## src/rtl/cv32e40p_rf_wb_arbiter.sv

```systemverilog
// Writeback arbiter and APU pending-write scoreboard for the two-port RF.
// Define CV32E40P_WB_SCOREBOARD_EN to build the scoreboard; otherwise busy_o=0.
module cv32e40p_rf_wb_arbiter #(
    parameter int ADDR_WIDTH = 6,
    parameter int DATA_WIDTH = 32
) (
    input  logic                     clk_int,
    input  logic                     rst_n,
    input  logic                     ex_valid_i,
    input  logic [ADDR_WIDTH-1:0]    ex_addr_i,
    input  logic [DATA_WIDTH-1:0]    ex_data_i,
    input  logic                     lsu_valid_i,
    input  logic [ADDR_WIDTH-1:0]    lsu_addr_i,
    input  logic [DATA_WIDTH-1:0]    lsu_data_i,
    output logic                     lsu_ready_o,
    input  logic                     apu_valid_i,
    input  logic [ADDR_WIDTH-1:0]    apu_addr_i,
    input  logic [DATA_WIDTH-1:0]    apu_data_i,
    output logic                     apu_ready_o,
    input  logic                     apu_issue_i,
    input  logic [ADDR_WIDTH-1:0]    apu_issue_addr_i,
    output logic [ADDR_WIDTH-1:0]    waddr_a_o,
    output logic [DATA_WIDTH-1:0]    wdata_a_o,
    output logic                     we_a_o,
    output logic [ADDR_WIDTH-1:0]    waddr_b_o,
    output logic [DATA_WIDTH-1:0]    wdata_b_o,
    output logic                     we_b_o,
    output logic [2**ADDR_WIDTH-1:0] busy_o
);

    localparam int NREG = 2**ADDR_WIDTH;

    logic                  rr_q, rr_d;
    logic                  pick_lsu, pick_apu;
    logic                  coll;
    logic                  gnt_lsu, gnt_apu;
    logic [ADDR_WIDTH-1:0] cand_addr;
    logic [DATA_WIDTH-1:0] cand_data;

    always_comb begin
        pick_lsu  = lsu_valid_i & (~apu_valid_i | ~rr_q);
        pick_apu  = apu_valid_i & ~pick_lsu;
        cand_addr = pick_lsu ? lsu_addr_i : apu_addr_i;
        cand_data = pick_lsu ? lsu_data_i : apu_data_i;
        coll      = ex_valid_i & (pick_lsu | pick_apu) &
                    (cand_addr == ex_addr_i);
        gnt_lsu   = pick_lsu & ~coll;
        gnt_apu   = pick_apu & ~coll;
    end

    assign lsu_ready_o = gnt_lsu;
    assign apu_ready_o = gnt_apu;

    // x0 (integer bank, bank bit clear) is accepted but never written
    always_comb begin
        we_a_o    = ex_valid_i & (ex_addr_i != '0);
        waddr_a_o = we_a_o ? ex_addr_i : '0;
        wdata_a_o = we_a_o ? ex_data_i : '0;
        we_b_o    = (gnt_lsu | gnt_apu) & (cand_addr != '0);
        waddr_b_o = we_b_o ? cand_addr : '0;
        wdata_b_o = we_b_o ? cand_data : '0;
    end

    always_comb begin
        rr_d = rr_q;
        if (gnt_lsu) begin
            rr_d = 1'b1;
        end else if (gnt_apu) begin
            rr_d = 1'b0;
        end
    end

    always_ff @(posedge clk_int or negedge rst_n) begin
        if (!rst_n) begin
            rr_q <= 1'b0;
        end else begin
            rr_q <= rr_d;
        end
    end

`ifdef CV32E40P_WB_SCOREBOARD_EN
    logic [NREG-1:0] busy_q, busy_d;

    // set is applied after clear so a same-cycle reissue keeps the bit
    always_comb begin
        busy_d = busy_q;
        if (gnt_apu) begin
            busy_d[apu_addr_i] = 1'b0;
        end
        if (apu_issue_i && (apu_issue_addr_i != '0)) begin
            busy_d[apu_issue_addr_i] = 1'b1;
        end
    end

    always_ff @(posedge clk_int or negedge rst_n) begin
        if (!rst_n) begin
            busy_q <= '0;
        end else begin
            busy_q <= busy_d;
        end
    end

    assign busy_o = busy_q;
`else
    logic unused_issue;
    assign unused_issue = ^{apu_issue_i, apu_issue_addr_i};
    assign busy_o       = {NREG{1'b0}};
`endif

endmodule
```

## config.mk

```make
export PLATFORM = sky130hd
export DESIGN_NAME = cv32e40p_rf_wb_arbiter
export DESIGN_NICKNAME = d
export VERILOG_FILES = /design/src/rtl/cv32e40p_rf_wb_arbiter.sv
export SDC_FILE = /design/constraint.sdc
export NUM_CORES = 1
export LEC_CHECK = 0
export BUFFER_PORTS_ARGS = -buffer_cell sky130_fd_sc_hd__buf_2
export CORE_AREA = 2 2 105 107
export CTS_BUF_LIST = sky130_fd_sc_hd__clkbuf_4 sky130_fd_sc_hd__clkbuf_8
export CTS_CLUSTER_SIZE = 12
export DETAILED_ROUTE_END_ITERATION = 12
export DIE_AREA = 0 0 107 109
export HOLD_SLACK_MARGIN = 0.15
export PLACE_DENSITY_LB_ADDON = 0.3
export SLEW_MARGIN = 20
export SYNTH_ARGS = -nofsm -noshare
export SYNTH_HDL_FRONTEND = slang
export SYNTH_SLANG_ARGS = --single-unit
```

## constraint.sdc

```tcl
create_clock -name clk_int -period 10 [get_ports clk_int]
set_input_delay 3 -clock clk_int [delete_from_list [all_inputs] [get_ports clk_int]]
set_output_delay 3 -clock clk_int [all_outputs]
set_load 0.005 [all_outputs]
```

# --- Word level (Yosys, flattened, before mapping) ---
# Index checks and enable logic that the tools add are counted.
op_classes:
  n_eq_ne: 1
  mux: 8
  n_reduce_logical: 3
  bitwise_logic: 15
op_table:
  columns: ["op", "count"]
  rows:
  - ["32-bit 2-to-1 mux", 3]
  - ["6-bit 2-to-1 mux", 3]
  - ["6-bit nonzero test", 2]
  - ["1-bit AND", 8]
  - ["6-bit equality test", 1]
  - ["1-bit inverter", 4]
  - ["1-bit OR", 3]
  - ["1-bit 2-to-1 mux", 2]
  - ["2-bit nonzero test", 1]
totals:
  output_inout_bits: 144
  in_bits: 126
  regBits: 1
  wordCells: 28

# --- Logic depth before layout (Yosys ltp) ---
depth:
  ltp_word: 13
  depth_mapped: 7

# --- Worst setup path after synthesis ---
# Ideal clock, no wire load.
synth_timing:
  path_type: "input-to-output"
  start: "input lsu_valid_i"
  end: "output wdata_b_o[26]"
  stages: 7
  setup_slack_ns: 2.501
  arrival_time_ns: 4.499
  required_ns: 7.000
  path_cell_list: "a21boi_2 -> mux2i_1 -> o211ai_1 -> o41ai_2 -> buf_2 -> buf_6 -> nor3b_1"
synth_between:
  elab_chain_len: 11
  elab_cells_between_ends: 16
  cone_classes: "eq/ne (1); mux (3); bitwise (11); reduce/logical (1)"
synth_lines:
  columns: ["element", "line", "rtl"]
  rows:
  - ["from (decl)", "12", "input logic lsu_valid_i,"]
  - ["1-bit AND (*)", "41", "pick_lsu = lsu_valid_i & (~apu_valid_i | ~rr_q);"]
  - ["1-bit inverter", "42", "pick_apu = apu_valid_i & ~pick_lsu;"]
  - ["1-bit AND", "42", null]
  - ["1-bit OR", "45", "coll = ex_valid_i & (pick_lsu | pick_apu) &"]
  - ["1-bit AND (2 in series)", "45", null]
  - ["1-bit inverter", "47, 48", null]
  - ["1-bit AND (on tied branches)", "47, 48", null]
  - ["1-bit OR", "59", "we_b_o = (gnt_lsu | gnt_apu) & (cand_addr != '0);"]
  - ["1-bit AND", "59", null]
  - ["32-bit 2-to-1 mux (*)", "61", "wdata_b_o = we_b_o ? cand_data : '0;"]
  - ["to (decl)", "26", "output logic [DATA_WIDTH-1:0] wdata_b_o,"]
# Every way passes the cells marked *; elsewhere a longest branch is shown, timed or not.

# --- Final worst setup path ---
layout_timing:
  start: "input lsu_valid_i"
  end: "output wdata_b_o[19]"
# Same word-level chain as after synthesis.

==> key figures <==
Run status
  • Status: completed

Floorplan
  • Area of the core: 0.0106 mm2
  • Die area: 0.0117 mm2
  • Starting Density: 16.3%
  • Std-Cell Rows: 38
  • Die height: 109 um
  • I/O pins: 270
  • Die width: 107 um

Finish
  • Fill cells: 1218
  • Synthesis-to-finish area growth: 51.9%
  • Commonest non-fill, non-tap cell in the layout: buf_2
  • Largest Register: rr_q
  • Register Area: 25.0 um2
  • Share of layout cells above drive strength 1: 48.6%
  • Layout Nets: 550
  • Antenna diode count: 0
  • Area occupied by multi-input gates: 0.00141 mm2
  • Max reg flops: 1
  • Post-Layout Cell Count: 562
  • Largest regs: rr_q x1
  • Commonest non-fill, non-tap cells in the layout: buf_2, conb_1, and2_1, mux2i_1, nor3b_1

Drt
  • Drt drc: 0
  • Post-route ant nets: 0
  • DR vias/cell: 3.76
  • Vias: 2113
  • Drt pass-1 iters: 4
  • WL final: 6.80 mm
  • Initial drt markers: 79
  • Routed len/inst: 12.1 um

Timing
  • Peak Freq: 120 MHz
  • Setup violators final: 0
  • Unrepaired setup endpoints after global routing: false
  • Fin. Hold Viols: 0
  • Setup TNS: 0 ns
  • Final Cycle Share: 83.4%
  • Slew @ Worst Pin: 0.795 ns
  • Slew Limit Fails: 0
  • Fin crit period: 8.34 ns
  • Max_slew headroom: 47.0%
  • Setup Skew: 0 ns

Power
  • Sw power: 0.0591 mW
  • Seq pwr share: 4.8%
  • Internal power: 0.0638 mW
  • Final Total Pwr: 0.123 mW
  • Static Leakage: 1.60 nW
  • Sw frac: 48.1%
  • Part of the power in the clock network: 0%
  • PwrDens: 46.8 mW/mm2
  • Worst VDD drop: 0.0174 mV
  • Combinational fraction of design power: 95.2%

Worst setup path
  • Maximum fanout along the worst path: 38
  • WS Path Type: in -> out
  • CP startpoint kind: input pin
  • FF-to-FF Start: rr_q
  • Required time of the critical path: 7.00 ns
  • First element of the critical path: lsu_valid_i
  • Setup crit end kind: output port
  • Crit path DAT: 5.34 ns

Clocking
  • Post-CTS Setup Repair Bufs: 0
  • Post-CTS Hold Fix Bufs: 0
  • # resized after CTS: 0
  • Clock-pin slew on the worst setup and hold paths: 0 ns
  • Clk_lat worst skew: 0 ns

Synth
  • Top post-synthesis cells by area: buf_4, mux2i_1, nor3b_1
  • Leading area contributor after synthesis: buf_4
  • Sequential element share of the synthesized area: 1.45%
  • Avg Cell Area, Syn: 7.31 um2
  • Count of cell types in the netlist: 34
  • Cells after Synth: 237
  • Synth top area share: 27.7%
  • Synth Cell Area: 0.00173 mm2
  • Synth warn: 0
  • Register bit total from synthesis: 1

Flow run
  • Maximum capacitance violations: 0

Placed design
  • HPWL Detailed: 5.84 mm
  • IO buf count: 198
  • DP Cell Count: 562
  • GPL Wtd Cong: 0.805

Global route
  • Largest net degree at the start of global routing: 39
  • Vias in the first global route: 1776
  • Grt total ovfl: 0
  • First-pass GRT wire length: 9.45 mm
  • Total GRT Usage: 9.87%
  • Initial antenna violation count: 1

Hold path
  • HP Class: reg -> reg
  • Hold Startpoint: rr_q
## power by group through the flow
stage	Clock, mW	Combinational [mW]	Sequential [mW]
detailed placement	0	0.118	0.00584
floorplan	0	0.0774	0.00552
finish	0	0.117	0.00593
global placement	0	0.117	0.00578
CTS	0	0.119	0.00592
global route	0	0.131	0.00611
## metrics by stage
step	hold WS, ns	util, %	worst slack, ns	cell area [um2]
floorplan	0.545	-	2.50	1970
global placement	0.581	24.7	1.63	2620
detailed placement	0.602	24.8	1.61	2630
CTS	0.605	24.8	1.61	2630
global route	0.634	24.8	1.47	2630
finish	0.607	24.8	1.66	2630
## cell usage after synthesis
cell type  count
a21bo_2        1
a21boi_2       1
a21oi_1        3
a22o_1         1
a2bb2oi_1      1
a31oi_1        1
and2_1        38
buf_1          2
buf_2          4
buf_4         64
buf_6          1
clkbuf_1       7
conb_1         1
dfrtp_1        1
inv_1          4
mux2i_1       35
nand2_1        9
nand2b_1       2
nor2_1         6
nor2b_1        2
nor3b_1       32
nor4_1         3
o211ai_1       1
o21ai_0        1
o221ai_1       2
o22ai_1        1
o31a_1         1
o32a_1         1
o41ai_1        1
o41ai_2        1
or2_2          1
or4_1          2
xnor2_1        4
xor2_1         2
## layout make-up
| cell class | instances | area share (%) |
|---|---|---|
| Timing Repair Buffer | 200 | 38.2 |
| Sequential cell | 1 | 0.951 |
| Tap cell | 140 | 6.66 |
| Multi-Input combinational cell | 217 | 53.6 |
| Inverter | 4 | 0.571 |
## path summary, 6_finish.rpt
check | end | slack, ns | cells after the start
worst max-delay path | wdata_b_o[19] | 1.66 | 9
worst min-delay path | rr_q | 0.61 | 2
worst max register to register | rr_q | 7.63 | 6
worst min register to register | rr_q | 0.61 | 2
max in group asynchronous | rr_q | 7.14 | 1
min in group asynchronous | rr_q | 2.78 | 1
## metal layers
layer	share of wire, %	GRT usage, %	vias up
li1	-	-	1047
met3	5.6	0.837	0
met2	52	17.7	92
met1	42	13.7	974
met5	0	0	-
met4	0	0	0
## kinds of logic after synthesis
family / Yosys count / share of synthesized area, %
AOI/OAI and AO/OA: 17 / 8.09
xor gates and xnor gates: 6 / 3.03
buffers and inverters: 82 / 32.4
DFF: 1 / 1.44
muxes: 35 / 20.2
other: 1 / 0.217
and+or+nand+nor: 95 / 34.6
## worst max-delay path, cell delays in order
cell     delay, ns
buf_2         0.13
a21bo_2       0.21
buf_4         0.49
nand2_1       0.11
o32a_1        0.38
o41ai_4       0.32
buf_4         0.42
nor3b_1       0.11
buf_2         0.15
No activity file was read; power rests on OpenSTA's default activity.
